File: src/rtl/fetch_unit.sv
// Instruction fetch front end: owns the pc, issues word addresses to a registered-output
// instruction memory and tracks which fetched word is valid, squashed or held.
module fetch_unit #(
    parameter logic [15:0] RESET_ADDR = 16'h0000
) (
    input  logic        clock,
    input  logic        reset,
    input  logic        stall,
    input  logic        branch_taken,
    input  logic [15:0] branch_offset,
    input  logic        jump,
    input  logic [25:0] jump_target,
    input  logic        halt,
    input  logic        resume,
    output logic [15:0] outAddy,
    output logic [15:0] pc_plus1,
    output logic [15:0] ir_pc,
    output logic        fetch_valid,
    output logic [1:0]  state,
    output logic [31:0] fetch_count
);

    typedef enum logic [1:0] {
        StBoot = 2'd0,
        StRun  = 2'd1,
        StHalt = 2'd2
    } fetch_state_e;

    fetch_state_e state_q, state_d;
    logic [15:0]  pc_q, pc_d;
    logic [15:0]  ir_pc_q, ir_pc_d;
    logic         valid_q, valid_d;
    logic [31:0]  count_q, count_d;

    logic [15:0]  pc_inc;
    logic [15:0]  branch_target;
    logic         unused_jump_hi;

    assign pc_inc = pc_q + 16'd1;
    // A 16-bit add of the raw offset is the same as sign-extend then truncate.
    assign branch_target = pc_inc + branch_offset;
    assign unused_jump_hi = ^jump_target[25:16];

    always_comb begin
        state_d = state_q;
        pc_d    = pc_q;
        ir_pc_d = ir_pc_q;
        valid_d = valid_q;
        count_d = count_q;
        unique case (state_q)
            StBoot: begin
                pc_d    = RESET_ADDR;
                valid_d = 1'b0;
                state_d = halt ? StHalt : StRun;
            end
            StRun: begin
                if (halt) begin
                    state_d = StHalt;
                    valid_d = 1'b0;
                end else if (jump) begin
                    // Redirects win over stall; the word in flight is from the wrong path.
                    pc_d    = jump_target[15:0];
                    ir_pc_d = pc_q;
                    valid_d = 1'b0;
                end else if (branch_taken) begin
                    pc_d    = branch_target;
                    ir_pc_d = pc_q;
                    valid_d = 1'b0;
                end else if (!stall) begin
                    pc_d    = pc_inc;
                    ir_pc_d = pc_q;
                    valid_d = 1'b1;
                    count_d = count_q + 32'd1;
                end
            end
            StHalt: begin
                valid_d = 1'b0;
                if (resume && !halt) begin
                    state_d = StRun;
                end
            end
            default: begin
                state_d = StBoot;
                pc_d    = RESET_ADDR;
                valid_d = 1'b0;
            end
        endcase
    end

    always_ff @(posedge clock or posedge reset) begin
        if (reset) begin
            state_q <= StBoot;
            pc_q    <= RESET_ADDR;
            ir_pc_q <= RESET_ADDR;
            valid_q <= 1'b0;
            count_q <= 32'd0;
        end else begin
            state_q <= state_d;
            pc_q    <= pc_d;
            ir_pc_q <= ir_pc_d;
            valid_q <= valid_d;
            count_q <= count_d;
        end
    end

    assign outAddy     = pc_q;
    assign pc_plus1    = pc_inc;
    assign ir_pc       = ir_pc_q;
    assign fetch_valid = valid_q;
    assign state       = state_q;
    assign fetch_count = count_q;

endmodule

File: config.mk
export PLATFORM = sky130hd
export DESIGN_NAME = fetch_unit
export DESIGN_NICKNAME = d
export VERILOG_FILES = /design/src/rtl/fetch_unit.sv
export SDC_FILE = /design/constraint.sdc
export NUM_CORES = 1
export LEC_CHECK = 0
export ABC_AREA = 1
export CAP_MARGIN = 10
export CORE_ASPECT_RATIO = 1.2
export CORE_UTILIZATION = 53
export CTS_BUF_LIST = sky130_fd_sc_hd__clkbuf_8
export DETAILED_ROUTE_END_ITERATION = 12
export PLACE_DENSITY = 0.95
export SLEW_MARGIN = 20
export SYNTH_ARGS = -nofsm -noshare
export SYNTH_HDL_FRONTEND = slang
export SYNTH_SLANG_ARGS = --single-unit
File: constraint.sdc
create_clock -name clock -period 4.7 [get_ports clock]
set_input_delay 0.705 -clock clock [delete_from_list [all_inputs] [get_ports clock]]
set_output_delay 0.705 -clock clock [all_outputs]
set_load 0.01 [all_outputs]
==> flow_summary_export.csv, run 1 <==
group,metric,value,unit
layout,design_area,5876,um2
synth,ys_seq_area_share,38.18,%
global_route,grt_max_degree,43,
sta,finClkSkew,0.007306,ns
sta,finalMaxSlewViolations,0,
critical_path,r2r_end,"outAddy[15]$_DFFE_PP0P_",
critical_path,reg2reg_setup_slack,1.63,ns
synth,ys_ff_latch,67,
synth,synth_top_area_share,38.18,%
critical_path,worstPathRequired,3.99,ns
floorplanning,die-area,8655,um2
critical_path,critPathLaunchType,"flop",
worst_hold_path,hp-start,"fetch_count[31]$_DFFE_PP0P_",
synth,syn_area_per_cell,7.431,um2
sta,finalHoldViolations,0,
drt,drt_iter0_drc,219,
clocking,hold_buffers,0,
placed_design,portBuffers,121,
layout,nets,786,
floorplanning,fp.dieH,101.7,um
drt,antenna_left,0,
sta,fmax,307.3,MHz
critical_path,r2r_start,"outAddy[0]$_DFFE_PP0P_",
clocking,cts.sinks,67,
synth,yosys_warnings,0,
synth,syn_inst,591,
floorplanning,core-area,8063,um2
floorplanning,start_util,54.47,%
clocking,cts_tree,"built",
synth,netlist_area,4392,um2
layout,diodes,0,
global_route,grt.overflow.total,0,
power_and_ir_drop,power.leakage,2.807,nW
flow_run,cap_violations,0,
clocking,cts_resized,0,
status,outcome,"complete, no violations",
layout,final_cell_mix,"156 x nand2_1, 121 x clkdlybuf4s50_1, 75 x inv_1",
sta,rsz0062_at_grt,"false",
sta,fin_crit_sh,69.24,%
clocking,path_clk_slew,0.08,ns
floorplanning,io_pins,132,
drt,drt_wl_total,12400,um
clocking,root_buffer,"clkbuf_8",
synth,synth_nets,661,
sta,fin_crit,3.254,ns
clocking,cts_max_level,3,
synth,yosys.cell_types.count,39,
worst_hold_path,hold_class,"flop to flop",
worst_hold_path,hold_path_depth,1,
critical_path,cp_max_fo,5,
clocking,numCtsBuffers,9,
placed_design,dp_hpwl,9875,um
global_route,grt_pass1_wl,20110,um
clocking,cts_buffer_depth,2,
drt,vias_per_cell,5.534,
drt,post_drt_wl_per_cell,15.19,um
floorplanning,row_count,36,
floorplanning,die_w,85.10,um
synth,synth_top_area_cell,"dfrtp_1",
power_and_ir_drop,peakVddDrop,144.1,uV
synth,synth_top_flop_cell,"dfrtp_1",
layout,fillCellCount,591,
clocking,worstSkewPairLatency,0.34,ns
power_and_ir_drop,p_total,1.526,mW
layout,synthToLayoutAreaGrowth,33.79,%
worst_hold_path,worst_hold_path.endpoint,"fetch_count[31]$_DFFE_PP0P_",
critical_path,critPathCaptureType,"output port",
power_and_ir_drop,pwr_density_cell,259.8,nW/um2
sta,tightest_slew,0.6719,ns
global_route,first_global_vias,4379,
synth,synth_edf_count,0,
drt,drc,0,
global_route,antenna_found_initial,0,
global_route,grt_usage,29.87,%
sta,fin_hold_ws,0.4698,ns
layout,drive_gt1_share,6.103,%
synth,async_flop_share,100.0,%
critical_path,critical_path_class,"flop to output port",
critical_path,worst_r2r_path_depth,20,
placed_design,post_dp_cell_area,5698,um2
critical_path,cp.arrival,2.55,ns
sta,finalSetupViolations,0,
clocking,post-cts-setup-buffers,0,
drt,num_vias,4516,
sta,timing.slew.headroom,55.16,%
sta,tns,0,ns
layout,final_common_cell,"nand2_1",
placed_design,globalplace.congestion,0.9450,
drt,dr.pass1.iters,5,
synth,synth_area_leaders,"dfrtp_1 38%, nand2_1 13%, inv_1 6.6%, nor2_1 5.9%, ha_1 5.7%",
==> worst max path at each step <==
stage                      startpoint                       to  cells after the start  slack (ns)
2_1_floorplan  outAddy[0]$_DFFE_PP0P_  outAddy[15]$_DFFE_PP0P_                     20        2.16
3_3_place_gp             branch_taken   outAddy[7]$_DFFE_PP0P_                      9        1.55
3_5_place_dp             branch_taken   outAddy[7]$_DFFE_PP0P_                      9        1.43
4_1_cts        outAddy[0]$_DFFE_PP0P_             pc_plus1[14]                     10        1.51
5_1_grt        outAddy[0]$_DFFE_PP0P_             pc_plus1[14]                     10        1.32
6_report       outAddy[0]$_DFFE_PP0P_             pc_plus1[14]                     10        1.45
==> layout make-up <==
type | count | area, um2 | area share [%]
clock buffers | 10 | 137.6 | 2.342
clock inverters | 6 | 40.04 | 0.6814
inverters | 82 | 309.0 | 5.260
multi-input cells | 434 | 2375 | 40.42
flip-flops and latches | 67 | 1677 | 28.53
well taps | 95 | 118.9 | 2.023
repair buffers | 122 | 1219 | 20.74
==> layer usage <==
| layer | GRT usage, % | vias to the layer above | part of all wire (%) |
|---|---|---|---|
| met4 | 15.12 | 0 | 3.6 |
| met3 | 4.727 | 45 | 6.0 |
| met5 | 0 | - | 0 |
| met1 | 33.35 | 2119 | 39 |
| li1 | - | 2143 | - |
| met2 | 55.15 | 209 | 51 |
==> cell families (layout without fill, tap and decap cells) <==
family / count (synthesis) / in the layout / synth area share [%]
AOI/OAI and AO/OA: 74 / 74 / 9.487
xor gates and xnor gates: 42 / 42 / 8.376
adders and majority gates: 21 / 21 / 6.154
buffers and inverters: 90 / 220 / 7.749
DFF: 67 / 67 / 38.18
and+or+nand+nor: 297 / 297 / 30.06
==> power breakdown <==
part           total [mW]  switching [mW]  internal, mW
combinational       0.427           0.221         0.206
sequential          0.670          0.0451         0.624
clock               0.429           0.224         0.205
total                1.53           0.490          1.04
==> metrics by stage <==
step / util, % / cells / worst slack (ns)
3_3_place_gp: 70.67 / 800 / 1.551
3_5_place_dp: 70.67 / 800 / 1.426
4_1_cts: 72.87 / 816 / 1.506
5_1_grt: 72.87 / 816 / 1.319
6_report: 72.87 / 816 / 1.446
2_1_floorplan: - / 591 / 2.156
==> Yosys cell counts, drive strengths merged, types with 2 or more instances <==
library cell,count
o22ai,5
o21bai,3
clkbuf,7
nand4,9
dfrtp,67
a21oi,15
a31oi,2
ha,20
nor3,7
xnor2,17
xor2,25
clkinv,2
inv,80
o21ai,40
nand2,159
or2,3
o221ai,4
a21o,2
nand3,35
nor2,78
nor4,4
==> worst max-delay path: stages, from the launching register on <==
cell and delay, ns:
dfrtp_1 0.43, ha_1 0.20, nand2_1 0.07, inv_1 0.10, nand2_1 0.08, nor2_1 0.14, inv_1 0.08, nor2_1 0.16
xor2_1 0.32, inv_1 0.12, clkdlybuf4s50_1 0.50
==> sequential cells by signal, indices dropped and copies added (netlist names) <==
register     flops
fetch_valid      1
ir_pc           16
fetch_count     32
state            2
outAddy         16
(Power assumes the default switching activity.)
==> run 2, diff against run 1 <==
--- a/config.mk
+++ b/config.mk
@@ -8,10 +8,10 @@
 export ABC_AREA = 1
 export CAP_MARGIN = 10
 export CORE_ASPECT_RATIO = 1.2
-export CORE_UTILIZATION = 53
+export CORE_UTILIZATION = 44
 export CTS_BUF_LIST = sky130_fd_sc_hd__clkbuf_8
 export DETAILED_ROUTE_END_ITERATION = 12
-export PLACE_DENSITY = 0.95
+export PLACE_DENSITY = 0.9
 export SLEW_MARGIN = 20
 export SYNTH_ARGS = -nofsm -noshare
 export SYNTH_HDL_FRONTEND = slang
==> constraint.sdc (replaced) <==
create_clock -name clock -period 2.7 [get_ports clock]
set_input_delay 0.405 -clock clock [delete_from_list [all_inputs] [get_ports clock]]
set_output_delay 0.405 -clock clock [all_outputs]
set_load 0.01 [all_outputs]
==> flow_summary_export.csv, run 2 (synthesis gave the netlist of run 1 again) <==
group,metric,value,unit
sta,finClkSkew,0.01717,ns
layout,largest_reg_flops,32,
worst_hold_path,hold_class,"primary input to asynchronous set/reset pin",
clocking,cts_tree,"built",
placed_design,post_dp_cell_area,5971,um2
sta,tightest_slew,0.6934,ns
global_route,first_global_vias,4496,
critical_path,crit_chain,"ha_4 -> nand2_4 -> nor2_4 -> nand3_2 -> o21ai_1 -> nand2_1 -> inv_2 -> buf_4 -> clkdlybuf4s50_1",
clocking,cts_buffer_depth,2,
critical_path,critPathMaxStageDelay,0.53,ns
placed_design,portBuffers,121,
critical_path,critPathCaptureType,"output port",
critical_path,critical_path_class,"flop to output port",
floorplanning,die-area,10390,um2
layout,synthToLayoutAreaGrowth,48.46,%
global_route,top_usage_layer,"met2",
layout,design_area,6520,um2
clocking,path_clk_slew,0.08,ns
layout,register_area,1682,um2
drt,post_drt_wl_per_cell,15.26,um
flow_run,cap_violations,0,
global_route,use_met1,31.12,%
layout,final_common_cell,"nand2_1",
critical_path,reg2reg_setup_slack,0.02,ns
layout,fillCellCount,739,
floorplanning,fp.dieH,111.4,um
critical_path,worstPathRequired,2.30,ns
power_and_ir_drop,p_int,2.090,mW
critical_path,slowest_stage,"clkdlybuf4s50_1",
power_and_ir_drop,p_total,3.004,mW
power_and_ir_drop,swShare,30.41,%
critical_path,cp_max_fo,3,
sta,timing.slew.headroom,53.72,%
power_and_ir_drop,seqPwrFrac,38.5,%
floorplanning,core-area,9613,um2
layout,diodes,0,
power_and_ir_drop,peakVddDrop,317.0,uV
sta,finalHoldViolations,0,
layout,nets,822,
global_route,met2_usage,45.20,%
critical_path,worst_r2r_path_depth,20,
sta,finalSetupViolations,0,
drt,dr.pass1.iters,5,
global_route,grt_pass1_wl,21140,um
global_route,globalRouteMet3Util,4.645,%
floorplanning,row_count,39,
critical_path,r2r_start,"outAddy[1]$_DFFE_PP0P_",
sta,fin_crit_sh,99.53,%
drt,num_vias,4650,
drt,drc,0,
drt,antenna_left,0,
clocking,cts_max_level,3,
layout,drive_gt1_share,18.23,%
power_and_ir_drop,p_switching,0.9135,mW
floorplanning,start_util,45.69,%
placed_design,globalplace.congestion,0.9797,
power_and_ir_drop,power.share.clock,32.3,%
clocking,worstSkewPairLatency,0.36,ns
global_route,grt.overflow.total,0,
clocking,numCtsBuffers,9,
sta,tns,0,ns
clocking,cts.sinks,67,
sta,fmax,372.1,MHz
power_and_ir_drop,comb_power_share,29.2,%
sta,finalMaxSlewViolations,0,
critical_path,r2r_end,"outAddy[15]$_DFFE_PP0P_",
sta,rsz0062_at_grt,"true",
sta,fin_crit,2.687,ns
layout,final_cell_mix,"141 x nand2_1, 117 x clkdlybuf4s50_1, 66 x inv_1",
drt,vias_per_cell,5.284,
critical_path,cp.arrival,2.28,ns
drt,drt_iter0_drc,236,
clocking,hold_buffers,0,
global_route,grt_max_degree,35,
layout,multi_input_area,2628,um2
power_and_ir_drop,power.leakage,3.097,nW
power_and_ir_drop,pwr_density_cell,460.7,nW/um2
placed_design,dp_hpwl,10250,um
floorplanning,io_pins,132,
status,outcome,"complete, no violations",
clocking,root_buffer,"clkbuf_8",
global_route,antenna_found_initial,0,
drt,drt_wl_total,13430,um
global_route,grt_usage,25.97,%
critical_path,critPathLaunchType,"flop",
floorplanning,die_w,93.20,um
==> run 2: changes by cell type in the layout (fill, tap and decap cells not counted), moves of 5 or more <==
| cell | previous run | this run |
|---|---|---|
| a21oi_1 | 15 | 9 |
| a21oi_2 | 0 | 6 |
| buf_4 | 1 | 36 |
| ha_1 | 20 | 12 |
| ha_4 | 0 | 7 |
| inv_1 | 75 | 66 |
| inv_2 | 5 | 13 |
| nand2_1 | 156 | 141 |
| nand2_2 | 3 | 15 |
| nor2_1 | 69 | 61 |
| o21ai_0 | 38 | 33 |
==> run 2: worst max path at each step <==
stage,startpoint,to,slack [ns],cells past startpoint
floorplan,outAddy[0]$_DFFE_PP0P_,outAddy[15]$_DFFE_PP0P_,0.16,20
finish,outAddy[1]$_DFFE_PP0P_,pc_plus1[10],0.01,9
global route,outAddy[1]$_DFFE_PP0P_,outAddy[15]$_DFFE_PP0P_,-0.1,20
global placement,outAddy[0]$_DFFE_PP0P_,outAddy[15]$_DFFE_PP0P_,-0.03,20
CTS,outAddy[0]$_DFFE_PP0P_,outAddy[15]$_DFFE_PP0P_,0.006,22
detailed placement,outAddy[0]$_DFFE_PP0P_,outAddy[15]$_DFFE_PP0P_,-0.13,20
==> run 2: stage by stage <==
stage          cells  hold slack [ns]  worst slack, ns  utilization, %
2_1_floorplan    591           0.4913           0.1560               -
3_3_place_gp     858           0.4558         -0.02747           62.11
3_5_place_dp     858           0.4600          -0.1299           62.11
4_1_cts          875           0.3589         0.006047           65.10
5_1_grt          880           0.3884         -0.09900           67.83
6_report         880           0.3553          0.01272           67.83
==> run 2: timing repair <==
item,in CTS,in global routing
endpoints found under the setup margin,6,15
hold endpoints to repair,0,0
pin swaps,3,20
gates resized for setup,13,68
buffers inserted,1,5
==> run 2: per-layer routing <==
layer / part of all wire [%] / routed length, um / up-vias
met1: 40 / 5334 / 2174
met2: 51 / 6850 / 218
met4: 3.8 / 505 / 0
li1: - / - / 2214
met3: 5.5 / 738 / 44
met5: 0 / 0 / -
==> run 2: cell type report <==
| type | instances | share of cell area [%] |
|---|---|---|
| Multi-Input combinational cell | 434 | 40.30 |
| Sequential cell | 67 | 25.79 |
| Timing Repair Buffer | 158 | 23.14 |
| Inverter | 82 | 4.778 |
| Tap cell | 123 | 2.360 |
| Clock buffer | 11 | 2.322 |
| Clock inverter | 5 | 1.305 |
==> run 2: worst max-delay path, delay by kind of cell, from the launching register on <==
family / cells / cell delay, ns
AND/OR/NAND/NOR: 4 / 0.44
AO/OA/AOI/OAI: 1 / 0.13
adder cells (fa/ha/maj): 1 / 0.17
buffers and inverters: 3 / 0.75
flip-flops: 1 / 0.41
==> run 2: power by group through the flow <==
stage | clock network [mW] | registers (mW) | logic, mW
finish | 0.971 | 1.16 | 0.876
global route | 1.03 | 1.17 | 0.949
CTS | 0.988 | 1.15 | 0.817
detailed placement | 0 | 1.17 | 0.801
global placement | 0 | 1.17 | 0.784
floorplan | 0 | 1.20 | 0.338
==> run 3, diff against run 2 <==
--- a/config.mk
+++ b/config.mk
@@ -6,8 +6,8 @@
 export NUM_CORES = 1
 export LEC_CHECK = 0
 export ABC_AREA = 1
-export CAP_MARGIN = 10
 export CORE_ASPECT_RATIO = 1.2
+export CORE_MARGIN = 2
 export CORE_UTILIZATION = 44
 export CTS_BUF_LIST = sky130_fd_sc_hd__clkbuf_8
 export DETAILED_ROUTE_END_ITERATION = 12
==> flow_summary_export.csv, run 3 (synthesis gave the netlist of run 1 again) <==
group,metric,value,unit
status,outcome,"finished with violations",
status,violations,"negative setup slack",
sta,tns,-0.02952,ns
drt,post_drt_wl_per_cell,16.48,um
drt,drt_wl_total,14490,um
sta,finalSetupViolations,1,
sta,timing.slew.headroom,55.19,%
floorplanning,fp.dieH,113.4,um
clocking,numCtsBuffers,9,
critical_path,critPathCaptureType,"flop",
power_and_ir_drop,peakVddDrop,298.8,uV
global_route,first_global_vias,4827,
power_and_ir_drop,p_int,2.136,mW
floorplanning,start_util,45.69,%
layout,fillCellCount,723,
layout,drive_gt1_share,18.78,%
global_route,antenna_found_initial,0,
clocking,cts_max_level,3,
sta,rsz0062_at_grt,"true",
floorplanning,die_w,95.20,um
drt,vias_per_cell,5.421,
global_route,grt_usage,26.26,%
clocking,worstSkewPairLatency,0.36,ns
placed_design,post_dp_cell_area,5971,um2
layout,synthToLayoutAreaGrowth,50.43,%
worst_hold_path,hold_class,"primary input to asynchronous set/reset pin",
floorplanning,io_pins,132,
critical_path,cp.arrival,2.98,ns
floorplanning,row_count,39,
layout,diodes,0,
placed_design,globalplace.congestion,0.9491,
sta,finClkSkew,0.01584,ns
critical_path,critical_path_class,"flop to flop",
critical_path,cp_max_fo,3,
clocking,root_buffer,"clkbuf_8",
sta,fmax,366.4,MHz
sta,finalMaxSlewViolations,0,
sta,tightest_slew,0.6714,ns
layout,design_area,6606,um2
drt,drt_iter0_drc,354,
power_and_ir_drop,power.leakage,3.097,nW
drt,num_vias,4765,
placed_design,portBuffers,121,
clocking,cts.sinks,67,
power_and_ir_drop,seqPwrFrac,37.9,%
critical_path,reg2reg_setup_slack,-0.03,ns
power_and_ir_drop,pwr_density_cell,463.6,nW/um2
layout,fin_cells,879,
sta,finalHoldViolations,0,
drt,drc,0,
global_route,grt.overflow.total,0,
sta,final.setup.worst_slack,-0.02952,ns
floorplanning,die-area,10800,um2
power_and_ir_drop,p_switching,0.9266,mW
critical_path,r2r_end,"outAddy[15]$_DFFE_PP0P_",
layout,nets,821,
global_route,grt_pass1_wl,22250,um
clocking,cts_tree,"built",
clocking,hold_buffers,0,
placed_design,dp_hpwl,10690,um
layout,final_cell_mix,"142 x nand2_1, 117 x clkdlybuf4s50_1, 66 x dfrtp_1",
clocking,cts_buffer_depth,2,
layout,largest_reg_flops,32,
sta,fin_hold_ws,0.3846,ns
power_and_ir_drop,swShare,30.26,%
global_route,grt_max_degree,32,
power_and_ir_drop,p_total,3.063,mW
critical_path,worstPathRequired,2.95,ns
flow_run,cap_violations,0,
drt,dr.pass1.iters,6,
critical_path,critPathLaunchType,"flop",
critical_path,worst_r2r_path_depth,18,
floorplanning,core-area,9613,um2
power_and_ir_drop,power.share.clock,33.0,%
layout,utilization,68.72,%
placed_design,dp.cells,858,
clocking,path_clk_slew,0.08,ns
placed_design,dp_slack,-0.1424,ns
sta,fin_crit_sh,101.1,%
critical_path,r2r_start,"outAddy[0]$_DFFE_PP0P_",
sta,fin_crit,2.730,ns
layout,final_common_cell,"nand2_1",
drt,antenna_left,0,
power_and_ir_drop,comb_power_share,29.1,%
run 3: changes by cell type in the layout (fill, tap and decap cells not counted), sizes merged:
cell,change
buf,-1
bufinv,+1
clkbuf,-1
clkdlybuf4s15,-1
clkinv,+1
dlygate4sd2,+1
dlymetal6s2s,-1
run 3: final cells by class:
class	instances	area, um2	share of cell area, %
Timing Repair Buffer	157	1496	22.65
Clock buffer	9	123.9	1.875
Clock inverter	7	116.4	1.761
Multi-Input combinational cell	434	2726	41.27
Tap cell	123	153.9	2.330
Inverter	82	311.5	4.716
Sequential cell	67	1678	25.40
run 3: worst max-delay path, cell delays in order (launching register included):
cell and delay, ns:
dfrtp_1 0.43, ha_4 0.18, nand2_4 0.07, nor2_4 0.21
nand3_4 0.14, o21ai_1 0.18, nand2_2 0.07, inv_2 0.11
ha_4 0.22, a21oi_1 0.24, nand2_2 0.11, a21oi_2 0.18
nand2_1 0.06, nand2_1 0.07, nand3_1 0.07, nand2_1 0.06
nand3_1 0.06, nand2_1 0.10, nand2_1 0.04
run 3: per-layer routing:
metal  GRT usage (%)  wire [um]  share of wire [%]
met2           44.84       7364                 51
met4           14.49        724                5.0
met1           31.23       5466                 38
met5               0          0                  0
met3           4.029        929                6.4
run 3: worst max-delay path by stage:
stage                                 from                       to  slack, ns
floorplan           outAddy[0]$_DFFE_PP0P_  outAddy[15]$_DFFE_PP0P_       0.16
global placement    outAddy[0]$_DFFE_PP0P_  outAddy[15]$_DFFE_PP0P_       0.01
detailed placement  outAddy[0]$_DFFE_PP0P_  outAddy[15]$_DFFE_PP0P_      -0.14
CTS                 outAddy[0]$_DFFE_PP0P_             pc_plus1[14]      -0.04
global route        outAddy[0]$_DFFE_PP0P_  outAddy[15]$_DFFE_PP0P_      -0.15
finish              outAddy[0]$_DFFE_PP0P_  outAddy[15]$_DFFE_PP0P_      -0.03
run 3: power by group through the flow:
| stage | clock (mW) | sequential, mW | combinational, mW |
|---|---|---|---|
| floorplan | 0 | 1.20 | 0.338 |
| global placement | 0 | 1.17 | 0.791 |
| detailed placement | 0 | 1.17 | 0.806 |
| CTS | 1.01 | 1.16 | 0.822 |
| global route | 1.07 | 1.17 | 0.967 |
| finish | 1.01 | 1.16 | 0.892 |
run 3: what timing repair did:
action / in CTS / in global routing
endpoints found under the setup margin: 9 / 15
gates resized for setup: 17 / 72
buffers inserted: 3 / 3
pin swaps: 4 / 21
==> edit 1, RTL diff (config.mk and constraints of run 2) <==
Register the output `fetch_count` once more, cleared by the reset; this adds one clock of latency there. The other outputs are not delayed to match.
--- a/src/rtl/fetch_unit.sv
+++ b/src/rtl/fetch_unit.sv
@@ -108,7 +108,13 @@
     assign ir_pc       = ir_pc_q;
     assign fetch_valid = valid_q;
     assign state       = state_q;
-    assign fetch_count = count_q;
+    always_ff @(posedge clock or posedge reset) begin
+        if (reset) begin
+            fetch_count <= '0;
+        end else begin
+            fetch_count <= count_q;
+        end
+    end
 
 endmodule
 
Behaviour: not the same (Yosys sat finds a counterexample within 4 cycles, from zero or initial values and one cycle with reset high).
==> edit 1 against run 2 <==
- the flow now finishes with violations (setup timing)
- routed wire length up 4.4%
- count of clock-buffer cells in the layout increased by 1
- total power up 18%
- synthesized area is 18% higher
- critical path depth down 1
- sequential cell count up 32
- sequential share of layout area rose by 7.9 points
- utilization shrank 4.0 points
- cell area grew 13%
- worst setup slack worse by 16 ps
- worst hold slack improved by 43 ps
- register-to-register slack improved by 20 ps
- largest cell class unchanged
- largest power group unchanged
==> edit 1: results (changes against run 2) <==
Status: finished with violations
Violated checks: setup timing
Synth Area in XOR/XNOR: 6.95% (-1.4 points)
DP Area: 0.00688 mm^2 (+15%)
Vias in the first global route: 4679 (+4.1%)
Worst EP arrival: 2300 ps (+20 ps)
Post-Route WL: 14000 um (+4.4%)
Met2 Wirelength: 6940 um (+1.3%)
Sw frac: 28.7% (-1.7 points)
Global Route met3 Usage: 3.53% (-1.1 points)
Leak pwr: 0.00361 uW (+17%)
Reg2Reg Depth: 15 (-25%)
Comb group: 885 uW (+1%)
Setup WS pre-CTS: -93.5 ps (+36.4 ps)
Total iterations of the first detailed-routing run: 4 (-1)
Placed cells: 932 (+8.6%)
Final HPWL DP: 10700 um (+4.4%)
Met1 WL: 5600 um (+5.0%)
Metal3 WL: 918 um (+24%)
First-pass GRT wire length: 22100 um (+4.4%)
Largest net degree at the start of global routing: 37 (+5.7%)
Routability cong.: 0.966 (-1.4%)
Power in the clock group: 1010 uW (+4%)
GR Util met2: 40.7% (-4.5 points)
Final setup violating endpoints: 1 (+1)
Complex-gate fraction of the synthesized area: 8.21% (-1.3 points)
Top post-synthesis cells by count: 154 x nand2_1, 99 x dfrtp_1, 90 x inv_1, 54 x nor2_1, 37 x o21ai_0
Layout cell share with drive strength beyond 1: 15.2% (-3.0 points)
Hold Path Class: register to register
Net Count, Synth: 689 (+4.2%)
Fin worst setup slack: -3.67 ps (-16.4 ps)
Peak supply drop: 0.285 mV (-10%)
Syn Area/Cell: 8.34 um^2 (+12%)
==> edit 1: changes by cell type after synthesis, moves of 4 or more <==
cell      before  now
dfrtp_1       67   99
nor2_1        69   54
o211ai_1       0    4
inv_1         77   90
xnor2_1       17   13
nor3_1         4   16
==> edit 1: critical path: cells and delay by family (launching register included) <==
| family | cells | cell delay, ps |
|---|---|---|
| adder cells (fa/ha/maj) | 1 | 200 |
| AND/OR/NAND/NOR | 3 | 310 |
| flip-flops | 1 | 380 |
| buffers and inverters | 3 | 830 |
| XOR/XNOR | 1 | 210 |
==> edit 1: repair_timing <==
action,in CTS,in global routing
endpoints found under the setup margin,9,12
resized for setup,14,39
pin swaps,2,11
buffers inserted,1,3
==> edit 1: final cells by class <==
class                           instances  area (um^2)
Fill cell                             928         4160
Sequential cell                        99         2480
Timing Repair Buffer                  167         1580
Inverter                               93          353
Tap cell                              157          196
Clock buffer                           12          165
Clock inverter                          4         55.1
Multi-Input combinational cell        420         2520
==> edit 2, RTL diff (settings of run 2) <==
Without the edit above. Make the reset (`reset`) synchronous in one clocked block.
--- a/src/rtl/fetch_unit.sv
+++ b/src/rtl/fetch_unit.sv
@@ -87,7 +87,7 @@
         endcase
     end
 
-    always_ff @(posedge clock or posedge reset) begin
+    always_ff @(posedge clock) begin
         if (reset) begin
             state_q <= StBoot;
             pc_q    <= RESET_ADDR;
Formal check against the unedited RTL: differs if reset is asserted again (counterexample within 4 cycles, from zero or initial values and one cycle with reset high); with reset held inactive, the same outputs for 4 cycles.
==> edit 2 against run 2 <==
- routed wire length increased by 9.2%
- sequential cell count is the same
- critical endpoint is now pc_plus1[13]
- critical path depth down 1
- highest routed layer unchanged
- first-iteration DRC count decreased by 1.3%
- cell area grew 2.2%
- worst setup slack better by 41 ps
- fmax rose by 1.5%
- worst hold slack better by 130 ps
- critical path type unchanged
- synthesized area up 3.6%
Power is not compared: it rests on default switching activity, and its combinational part moved more than twofold at a synthesized area within 25%.
==> edit 2: results (changes against run 2) <==
Net Count, Synth: 786 (+19%)
Num CTS Buffers: 9 (unchanged)
Post-CTS sizing: 15 (+2)
R2R setup slack: 120 ps (+100 ps)
Hold Path Class: register to register
WL/cell: 14.6 um (-4.4%)
Clock skew: 8.52 ps (-8.65 ps)
Global Route met3 Usage: 4.27% (-0.38 points)
Layout cell share with drive strength beyond 1: 14.3% (-3.9 points)
Syn Area/Cell: 6.36 um^2 (-14%)
Met1 usage: 31.8% (+0.64 points)
Met1 WL: 5850 um (+9.7%)
Distinct cells, synth: 40 (+2.6%)
Reg-to-Reg End: outAddy[11]
Worst EP arrival: 2240 ps (-40 ps)
Iter 0 DRT Violations: 233 (-1.3%)
Final HPWL DP: 10800 um (+5.2%)
Post-layout minimum cycle time: 2650 ps (-40.7 ps)
CP max stage cell: clkdlybuf4s50_1
Top post-synthesis cells by count: 168 x nand2_1, 104 x nor2_1, 87 x inv_1, 67 x dfxtp_1, 61 x a21oi_1
Synth area leaders: dfxtp_1 29%, nand2_1 14%, nor2_1 8.6%
First-pass GRT wire length: 22900 um (+8.4%)
Vias in the first global route: 4995 (+11%)
# diodes: 0 (unchanged)
Async SR Flop Fraction: 0% (-100 points)
Buffers added on ports: 121 (unchanged)
Main synth FF type: dfxtp_1
Routability cong.: 0.963 (-1.7%)
Worst path max stage delay: 550 ps (+20 ps)
CP startpoint: outAddy[0]
Gr usage total: 27.5% (+1.5 points)
Status: completed
H-tree Lvls: 3 (unchanged)
Register area share after synthesis: 29.5% (-8.7 points)
Setup WS pre-CTS: -8.39 ps (+122 ps)
Placed cells: 985 (+15%)
DR vias/cell: 5.27 (-0.20%)
DP Area: 0.00615 mm^2 (+2.9%)
Nets@finish: 944 (+15%)
Delay-heaviest family, CP: buffers and inverters
Worst setup path endpoint: pc_plus1[13]
Metal3 WL: 957 um (+30%)
Reg2Reg Depth: 18 (-10%)
Post-Route WL: 14700 um (+9.2%)
Worst-path fanout max: 4 (+1)
Met2 Wirelength: 7170 um (+4.7%)
Slew headroom: 60.6% (+6.8 points)
GR Util met2: 46.9% (+1.7 points)
## edit 2: layout make-up
class | instances | area [um^2]
well taps | 126 | 158
inverters | 90 | 339
clock buffers | 12 | 165
multi-input cells | 540 | 3070
repair buffers | 166 | 1550
clock inverters | 4 | 41.3
flip-flops and latches | 67 | 1350
fillers | 841 | 3350
## edit 2: how the worst min path moves through the flow
stage	startpoint	slack, ps	end	cells after the start
after floorplan	halt	480	state[0]	1
after global placement	ir_pc[8]	460	ir_pc[8]	2
final	ir_pc[9]	480	ir_pc[9]	2
after CTS	ir_pc[9]	490	ir_pc[9]	2
after detailed placement	ir_pc[9]	470	ir_pc[9]	2
after global routing	ir_pc[7]	510	ir_pc[7]	2
## edit 2: logic make-up after synthesis
family	count (synthesis)	share of synthesized area, %
DFF	67	29.5
adders and majority gates	21	5.94
AOI/OAI and AO/OA	127	15.0
and+or+nand+nor	367	35.6
buffers and inverters	109	9.24
xor gates and xnor gates	25	4.81
